## src/rtl/fp_core_pkg.sv

```systemverilog
// Shared FP-core definitions: register-file geometry, ROB sizing, the ROB entry
// layout, and the dispatch-slot counting helper used by the retirement buffer.
package fp_core_pkg;

  localparam int FP_REG_W  = 5;
  localparam int FP_DATA_W = 32;
  localparam int ROB_DEPTH = 16;
  localparam int ROB_TAG_W = 4;

  // One retirement-buffer slot as seen by the FP pipeline.
  typedef struct packed {
    logic                 valid;
    logic                 ready;
    logic [FP_REG_W-1:0]  dest;
    logic [FP_DATA_W-1:0] data;
  } rob_entry_t;

  // Number of entries dispatch is asking for. Slot 2 alone is malformed and
  // is treated as no request at all.
  function automatic logic [1:0] alloc_count(input logic req1, input logic req2);
    if (!req1) return 2'd0;
    return req2 ? 2'd2 : 2'd1;
  endfunction

endpackage

```

## src/rtl/fp_rob_entry_array.sv

```systemverilog
// Storage for the FP retirement buffer: DEPTH entries of {valid, ready, dest, data}.
// Two allocate ports, two CDB writeback ports, two clear ports (commit) and two
// combinational read ports. Pointer bookkeeping lives in the parent.
module fp_rob_entry_array
  import fp_core_pkg::*;
#(
  parameter int DEPTH  = ROB_DEPTH,
  parameter int TAG_W  = ROB_TAG_W,
  parameter int DATA_W = FP_DATA_W
) (
  input  logic                clk,
  input  logic                rst,
  input  logic                flush,
  input  logic                alloc_en1,
  input  logic                alloc_en2,
  input  logic [TAG_W-1:0]    alloc_idx1,
  input  logic [TAG_W-1:0]    alloc_idx2,
  input  logic [FP_REG_W-1:0] alloc_dest1,
  input  logic [FP_REG_W-1:0] alloc_dest2,
  input  logic                cdb_valid1,
  input  logic                cdb_valid2,
  input  logic [TAG_W-1:0]    cdb_tag1,
  input  logic [TAG_W-1:0]    cdb_tag2,
  input  logic [DATA_W-1:0]   cdb_data1,
  input  logic [DATA_W-1:0]   cdb_data2,
  input  logic                clr_en1,
  input  logic                clr_en2,
  input  logic [TAG_W-1:0]    clr_idx1,
  input  logic [TAG_W-1:0]    clr_idx2,
  input  logic [TAG_W-1:0]    rd_idx1,
  input  logic [TAG_W-1:0]    rd_idx2,
  output logic                rd_valid1,
  output logic                rd_ready1,
  output logic [FP_REG_W-1:0] rd_dest1,
  output logic [DATA_W-1:0]   rd_data1,
  output logic                rd_valid2,
  output logic                rd_ready2,
  output logic [FP_REG_W-1:0] rd_dest2,
  output logic [DATA_W-1:0]   rd_data2
);

  logic [DEPTH-1:0]    valid_q, valid_d;
  logic [DEPTH-1:0]    ready_q, ready_d;
  logic [FP_REG_W-1:0] dest_q [DEPTH];
  logic [FP_REG_W-1:0] dest_d [DEPTH];
  logic [DATA_W-1:0]   data_q [DEPTH];
  logic [DATA_W-1:0]   data_d [DEPTH];

  // Next-state of every entry. Writeback only lands on live entries (port 2
  // last so it wins a tag collision); commit clears; allocation only ever
  // targets free slots so it never collides with the other two.
  always_comb begin
    valid_d = valid_q;
    ready_d = ready_q;
    dest_d  = dest_q;
    data_d  = data_q;
    if (flush) begin
      valid_d = '0;
      ready_d = '0;
    end else begin
      if (cdb_valid1 && valid_q[cdb_tag1]) begin
        ready_d[cdb_tag1] = 1'b1;
        data_d[cdb_tag1]  = cdb_data1;
      end
      if (cdb_valid2 && valid_q[cdb_tag2]) begin
        ready_d[cdb_tag2] = 1'b1;
        data_d[cdb_tag2]  = cdb_data2;
      end
      if (clr_en1) begin
        valid_d[clr_idx1] = 1'b0;
        ready_d[clr_idx1] = 1'b0;
      end
      if (clr_en2) begin
        valid_d[clr_idx2] = 1'b0;
        ready_d[clr_idx2] = 1'b0;
      end
      if (alloc_en1) begin
        valid_d[alloc_idx1] = 1'b1;
        ready_d[alloc_idx1] = 1'b0;
        dest_d[alloc_idx1]  = alloc_dest1;
      end
      if (alloc_en2) begin
        valid_d[alloc_idx2] = 1'b1;
        ready_d[alloc_idx2] = 1'b0;
        dest_d[alloc_idx2]  = alloc_dest2;
      end
    end
  end

  // Entry state registers with asynchronous reset to all-empty.
  always_ff @(posedge clk or posedge rst) begin
    if (rst) begin
      valid_q <= '0;
      ready_q <= '0;
      for (int i = 0; i < DEPTH; i++) begin
        dest_q[i] <= '0;
        data_q[i] <= '0;
      end
    end else begin
      valid_q <= valid_d;
      ready_q <= ready_d;
      dest_q  <= dest_d;
      data_q  <= data_d;
    end
  end

  assign rd_valid1 = valid_q[rd_idx1];
  assign rd_ready1 = ready_q[rd_idx1];
  assign rd_dest1  = dest_q[rd_idx1];
  assign rd_data1  = data_q[rd_idx1];
  assign rd_valid2 = valid_q[rd_idx2];
  assign rd_ready2 = ready_q[rd_idx2];
  assign rd_dest2  = dest_q[rd_idx2];
  assign rd_data2  = data_q[rd_idx2];

endmodule

```

## src/rtl/fp_rob_commit.sv

```systemverilog
// Dual-issue in-order FP retirement buffer. Allocates up to two entries per
// cycle at dispatch, captures up to two CDB results per cycle, and retires up
// to two ready entries per cycle in program order into the FP register file.
//
// Handshake: allocation happens on a rising edge where alloc_req1 && alloc_ready
// (alloc_req2 adds the second slot); alloc_ready depends only on registered
// count, flush and the request itself, never on the granted tags. There is no
// back-pressure on the CDB or the register-file write ports: weK is a
// single-cycle strobe and the entry is retired on that same edge.
module fp_rob_commit
  import fp_core_pkg::*;
#(
  parameter int DEPTH  = ROB_DEPTH,
  parameter int TAG_W  = ROB_TAG_W,
  parameter int DATA_W = FP_DATA_W
) (
  input  logic                clk,
  input  logic                rst,
  input  logic                flush,
  input  logic                alloc_req1,
  input  logic                alloc_req2,
  input  logic [FP_REG_W-1:0] alloc_dest1,
  input  logic [FP_REG_W-1:0] alloc_dest2,
  output logic                alloc_ready,
  output logic [TAG_W-1:0]    alloc_tag1,
  output logic [TAG_W-1:0]    alloc_tag2,
  input  logic                cdb_valid1,
  input  logic                cdb_valid2,
  input  logic [TAG_W-1:0]    cdb_tag1,
  input  logic [TAG_W-1:0]    cdb_tag2,
  input  logic [DATA_W-1:0]   cdb_data1,
  input  logic [DATA_W-1:0]   cdb_data2,
  output logic                we1,
  output logic                we2,
  output logic [FP_REG_W-1:0] w_addr1,
  output logic [FP_REG_W-1:0] w_addr2,
  output logic [DATA_W-1:0]   w_data1,
  output logic [DATA_W-1:0]   w_data2,
  output logic                full,
  output logic                empty,
  output logic [TAG_W:0]      count
);

  localparam logic [TAG_W:0] DEPTH_CNT = (TAG_W+1)'(DEPTH);

  logic [TAG_W-1:0] head_q, head_d;
  logic [TAG_W-1:0] tail_q, tail_d;
  logic [TAG_W:0]   count_q, count_d;

  logic [1:0]       alloc_n;
  logic             do_alloc;
  logic [1:0]       commit_n;
  logic [TAG_W-1:0] head_p1;

  logic                rd_valid1, rd_ready1, rd_valid2, rd_ready2;
  logic [FP_REG_W-1:0] rd_dest1, rd_dest2;
  logic [DATA_W-1:0]   rd_data1, rd_data2;

  assign head_p1    = head_q + TAG_W'(1);
  assign alloc_tag1 = tail_q;
  assign alloc_tag2 = tail_q + TAG_W'(1);

  // Allocation grant: all-or-nothing against the current free count; a
  // same-cycle commit does not free space early. Flush blocks dispatch.
  always_comb begin
    alloc_n     = alloc_count(alloc_req1, alloc_req2);
    alloc_ready = !flush && ((DEPTH_CNT - count_q) >= (TAG_W+1)'(alloc_n));
    do_alloc    = alloc_ready && (alloc_n != 2'd0);
  end

  // Commit selection from registered entry state; head+1 only retires
  // alongside head, and nothing retires during a flush.
  always_comb begin
    we1      = !flush && rd_valid1 && rd_ready1;
    we2      = we1 && rd_valid2 && rd_ready2;
    w_addr1  = we1 ? rd_dest1 : '0;
    w_data1  = we1 ? rd_data1 : '0;
    w_addr2  = we2 ? rd_dest2 : '0;
    w_data2  = we2 ? rd_data2 : '0;
    commit_n = {1'b0, we1} + {1'b0, we2};
  end

  // Pointer and occupancy next-state.
  always_comb begin
    head_d  = head_q + TAG_W'(commit_n);
    tail_d  = do_alloc ? tail_q + TAG_W'(alloc_n) : tail_q;
    count_d = count_q + (do_alloc ? (TAG_W+1)'(alloc_n) : '0) - (TAG_W+1)'(commit_n);
    if (flush) begin
      head_d  = '0;
      tail_d  = '0;
      count_d = '0;
    end
  end

  // Pointer and occupancy registers.
  always_ff @(posedge clk or posedge rst) begin
    if (rst) begin
      head_q  <= '0;
      tail_q  <= '0;
      count_q <= '0;
    end else begin
      head_q  <= head_d;
      tail_q  <= tail_d;
      count_q <= count_d;
    end
  end

  assign count = count_q;
  assign full  = (count_q == DEPTH_CNT);
  assign empty = (count_q == '0);

  fp_rob_entry_array #(
    .DEPTH  (DEPTH),
    .TAG_W  (TAG_W),
    .DATA_W (DATA_W)
  ) u_entries (
    .clk         (clk),
    .rst         (rst),
    .flush       (flush),
    .alloc_en1   (do_alloc),
    .alloc_en2   (do_alloc && (alloc_n == 2'd2)),
    .alloc_idx1  (alloc_tag1),
    .alloc_idx2  (alloc_tag2),
    .alloc_dest1 (alloc_dest1),
    .alloc_dest2 (alloc_dest2),
    .cdb_valid1  (cdb_valid1),
    .cdb_valid2  (cdb_valid2),
    .cdb_tag1    (cdb_tag1),
    .cdb_tag2    (cdb_tag2),
    .cdb_data1   (cdb_data1),
    .cdb_data2   (cdb_data2),
    .clr_en1     (we1),
    .clr_en2     (we2),
    .clr_idx1    (head_q),
    .clr_idx2    (head_p1),
    .rd_idx1     (head_q),
    .rd_idx2     (head_p1),
    .rd_valid1   (rd_valid1),
    .rd_ready1   (rd_ready1),
    .rd_dest1    (rd_dest1),
    .rd_data1    (rd_data1),
    .rd_valid2   (rd_valid2),
    .rd_ready2   (rd_ready2),
    .rd_dest2    (rd_dest2),
    .rd_data2    (rd_data2)
  );

endmodule

```

## config.mk

```make
export PLATFORM = sky130hd
export DESIGN_NAME = fp_rob_commit
export DESIGN_NICKNAME = d
export VERILOG_FILES = /design/src/rtl/fp_core_pkg.sv /design/src/rtl/fp_rob_entry_array.sv /design/src/rtl/fp_rob_commit.sv
export SDC_FILE = /design/constraint.sdc
export NUM_CORES = 2
export LEC_CHECK = 0
export CAP_MARGIN = 5
export CELL_PAD_IN_SITES_DETAIL_PLACEMENT = 0
export CELL_PAD_IN_SITES_GLOBAL_PLACEMENT = 1
export CORE_ASPECT_RATIO = 0.75
export CORE_UTILIZATION = 35
export DETAILED_ROUTE_END_ITERATION = 10
export PLACE_DENSITY_LB_ADDON = 0.1
export SYNTH_ARGS = -nofsm -noshare
export SYNTH_HDL_FRONTEND = slang
export SYNTH_SLANG_ARGS = --single-unit
```

## constraint.sdc

```tcl
create_clock -name clk -period 18.1 [get_ports clk]
set_clock_uncertainty 0.2 [all_clocks]
set_input_delay 1.81 -clock clk [delete_from_list [all_inputs] [get_ports clk]]
set_output_delay 1.81 -clock clk [all_outputs]
set_load 0.005 [all_outputs]
```

==> metrics.yaml <==
status:
  status: "complete, no violations"
timing:
  fmax_mhz: 121.0
  slew_violations: 0
  finalHoldViolations: 0
  rsz0062_at_grt: "no"
  slew_headroom_pct: 16.62
  fin_setup_tns_ns: 0
  finalSetupViolCount: 0
  tightestPinTransition_ns: 1.233
  finalCritPeriodShare_pct: 45.64
  timing.hold.ws_ns: 0.3085
  period_needed_ns: 8.261
  layout_setup_ws_ns: 9.839
placed_design:
  routabilityCongestion: 0.8924
  pre_cts_slack_ns: 10.44
  dpl.cell_count: 4894
  io_buffers: 180
  dp_hpwl_mm: 103.1
grt:
  grt_usage_pct: 32.73
  use_met1_pct: 47.25
  antenna_found_initial: 7
  use_met2_pct: 45.94
  grt_pass1_wl_mm: 262.8
  grt.met3_usage_pct: 10.15
  grt_max_degree: 185
  grt-ovfl-total: 0
  grt_busiest_layer: "met1"
  grt_pass1_vias: 34590
synth:
  synth_ff_type: "dfrtp_1"
  ys_ff_latch: 637
  synth_edf_count: 0
  synth.distinct_cells: 75
  synth_cells: 3579
  synth_warnings: 0
  synth_async_sr_flop_share_pct: 100.0
  avgSynthCellArea_um2: 10.81
  mappedNetlistNets: 3696
  synth_area_mm2: 0.03870
  ys_seq_area_share_pct: 41.19
route:
  wl_per_cell_um: 36.70
  ant_nets: 0
  num_vias: 35180
  wl_mm: 184.7
  dr.pass1.iters: 6
  vias_per_cell: 6.990
  drc: 0
  drt_iter0_markers: 5487
worst_setup_path:
  worstSetupEndpoint: "w_data2[14]"
  crit_slowest_cell: "ha_4"
  cp-start-kind: "flop"
  rrSetupSlack_ns: 11.98
  startpoint: "head_q[0]$_DFF_PP0_"
  worstPathMaxFanout: 48
  path_cells: "inv_1 -> ha_4 -> buf_4 -> buf_4 -> mux4_2 -> mux4_2 -> nor2b_1 -> clkdlybuf4s50_1"
  critPathCaptureType: "output pin"
  setup.worst_path.class: "flop to output pin"
  reg2reg_depth: 18
  r2r_start: "head_q[3]$_DFF_PP0_"
  crit_arrival_ns: 6.25
  worstPathRequired_ns: 16.09
  crit_path_max_incr_delay_ns: 1.02
  timing.rr.end: "count[4]$_DFF_PP0_"
cells_and_area:
  drive_above_1_share_pct: 18.01
  fin_nets: 3645
  layout_commonest_cell: "dfrtp_1"
  stdcell_count: 5033
  final_cell_mix: "633 x dfrtp_1, 541 x nand2_1, 380 x mux4_2"
  area_growth_pct: 14.19
  n_fill_cell: 10440
  post-route-util_pct: 40.38
pwr:
  p_int_mw: 3.011
  p_comb_share_pct: 17.8
  ir_drop_mv: 0.06422
  leakage_nw: 17.00
  sw_frac_of_total_pct: 29.20
  powerDensity_mw_per_mm2: 96.25
  p_seq_share_pct: 42.8
  pwr-share-clk_pct: 39.4
  switchingPower_mw: 1.242
clock_network:
  holdBufCountCts: 0
  cts_tree: "built"
  insertion_delay_ns: 0.67
  post-cts-setup-buffer-count: 0
  clkSinkCount: 637
  ctsResizeCount: 0
  numCtsBuffers: 75
  path_clk_slew_ns: 0.06
  clock_path_buffers: 3
  root_buffer: "clkbuf_16"
  htree_num_levels: 3
worst_hold_path:
  hold_class: "flop to flop"
floorplanning:
  start_util_pct: 35.36
  fp-row-count: 105
  die_area_mm2: 0.1119
  die_y_um: 290.0
  core_mm2: 0.1094
  num_io_pins: 181
  die_x_um: 386.0
flow_run:
  maxCapViolations: 0
## registers in the layout (all words and copies together), names as in the netlist
signal             count
u_entries.valid_q     16
u_entries.data_q     512
u_entries.dest_q      80
count                  5
u_entries.ready_q     16
head_q                 4
alloc_tag1             4
## worst min path at each step
stage / slack [ns] / startpoint / endpoint / depth (start not counted)
after detailed placement: 0.29 / u_entries.data_q[313]$_DFFE_PP0N_ / u_entries.data_q[313]$_DFFE_PP0N_ / 2
after global placement: 0.28 / u_entries.data_q[426]$_DFFE_PP0N_ / u_entries.data_q[426]$_DFFE_PP0N_ / 2
after floorplan: 0.27 / u_entries.data_q[167]$_DFFE_PP0N_ / u_entries.data_q[167]$_DFFE_PP0N_ / 2
final: 0.31 / u_entries.data_q[7]$_DFFE_PP0N_ / u_entries.data_q[7]$_DFFE_PP0N_ / 2
after CTS: 0.31 / u_entries.data_q[7]$_DFFE_PP0N_ / u_entries.data_q[7]$_DFFE_PP0N_ / 2
after global routing: 0.33 / u_entries.data_q[448]$_DFFE_PP0N_ / u_entries.data_q[448]$_DFFE_PP0N_ / 2
## layer usage
| layer | vias to the layer above | share of wire, % |
|---|---|---|
| met5 | - | 0.010 |
| met4 | 2 | 3.9 |
| met3 | 483 | 12 |
| met2 | 2692 | 42 |
| met1 | 18420 | 42 |
| li1 | 13590 | - |
## power groups by stage
stage | clock (mW) | sequential (mW) | combinational [mW]
floorplan | 0 | 1.76 | 0.528
global placement | 0 | 1.82 | 0.728
detailed placement | 0 | 1.83 | 0.743
CTS | 1.70 | 1.81 | 0.749
global route | 1.75 | 1.84 | 0.819
finish | 1.68 | 1.82 | 0.757
## area by class of cell
cell class	count	area, µm²	share of cell area, %
Antenna cell	2	5.005	0.01133
Sequential cell	637	15960	36.11
Multi-Input combinational cell	2521	21240	48.06
Clock inverter	23	379.1	0.8579
Tap cell	1444	1807	4.089
Clock buffer	113	2263	5.122
Timing Repair Buffer	246	2361	5.343
Inverter	47	180.2	0.4077
## worst max-delay path: cells and delay by family (launching register included)
family / cells / cell delay [ns]
buffers and inverters: 4 / 2.33
and+or+nand+nor: 1 / 0.19
DFF: 1 / 0.87
adders and majority gates: 1 / 1.02
muxes: 2 / 1.06
## through the flow
stage               total power [mW]  instance area (µm²)
floorplan                      2.293                38700
global placement               2.547                41530
detailed placement             2.574                41530
CTS                            4.253                44180
global route                   4.405                44180
finish                         4.253                44190
## cells by family (layout without fill, tap and decap cells)
kind of cell	after synthesis	in the layout	synth area share, %
AO/OA/AOI/OAI	866	866	15.90
XOR/XNOR	13	13	0.3136
adder cells (fa/ha/maj)	28	28	0.9829
buffers and inverters	421	429	4.572
flip-flops	637	637	41.19
multiplexers	434	434	23.53
other	0	2	0
AND/OR/NAND/NOR	1180	1180	13.52
## cell usage after synthesis (15+ instances only)
master	instances	share of area (%)
a21o_1	15	0.29
a21oi_1	179	2.3
a2bb2oi_1	18	0.41
a31oi_1	39	0.63
and2_1	42	0.68
buf_1	48	0.47
buf_2	99	1.3
clkbuf_1	212	2.1
dfrtp_1	637	41
ha_1	24	0.78
inv_1	45	0.44
mux2i_1	49	1.3
mux4_2	380	22
nand2_1	555	5.4
nand2b_1	48	0.78
nand3_1	50	0.65
nand4_1	18	0.29
nor2_1	299	2.9
nor2b_1	82	1.3
nor3_1	19	0.25
o211ai_1	41	0.80
o21ai_0	114	1.5
o221ai_1	341	7.7
o22ai_1	66	1.1
No activity file was read; power rests on OpenSTA's default activity.
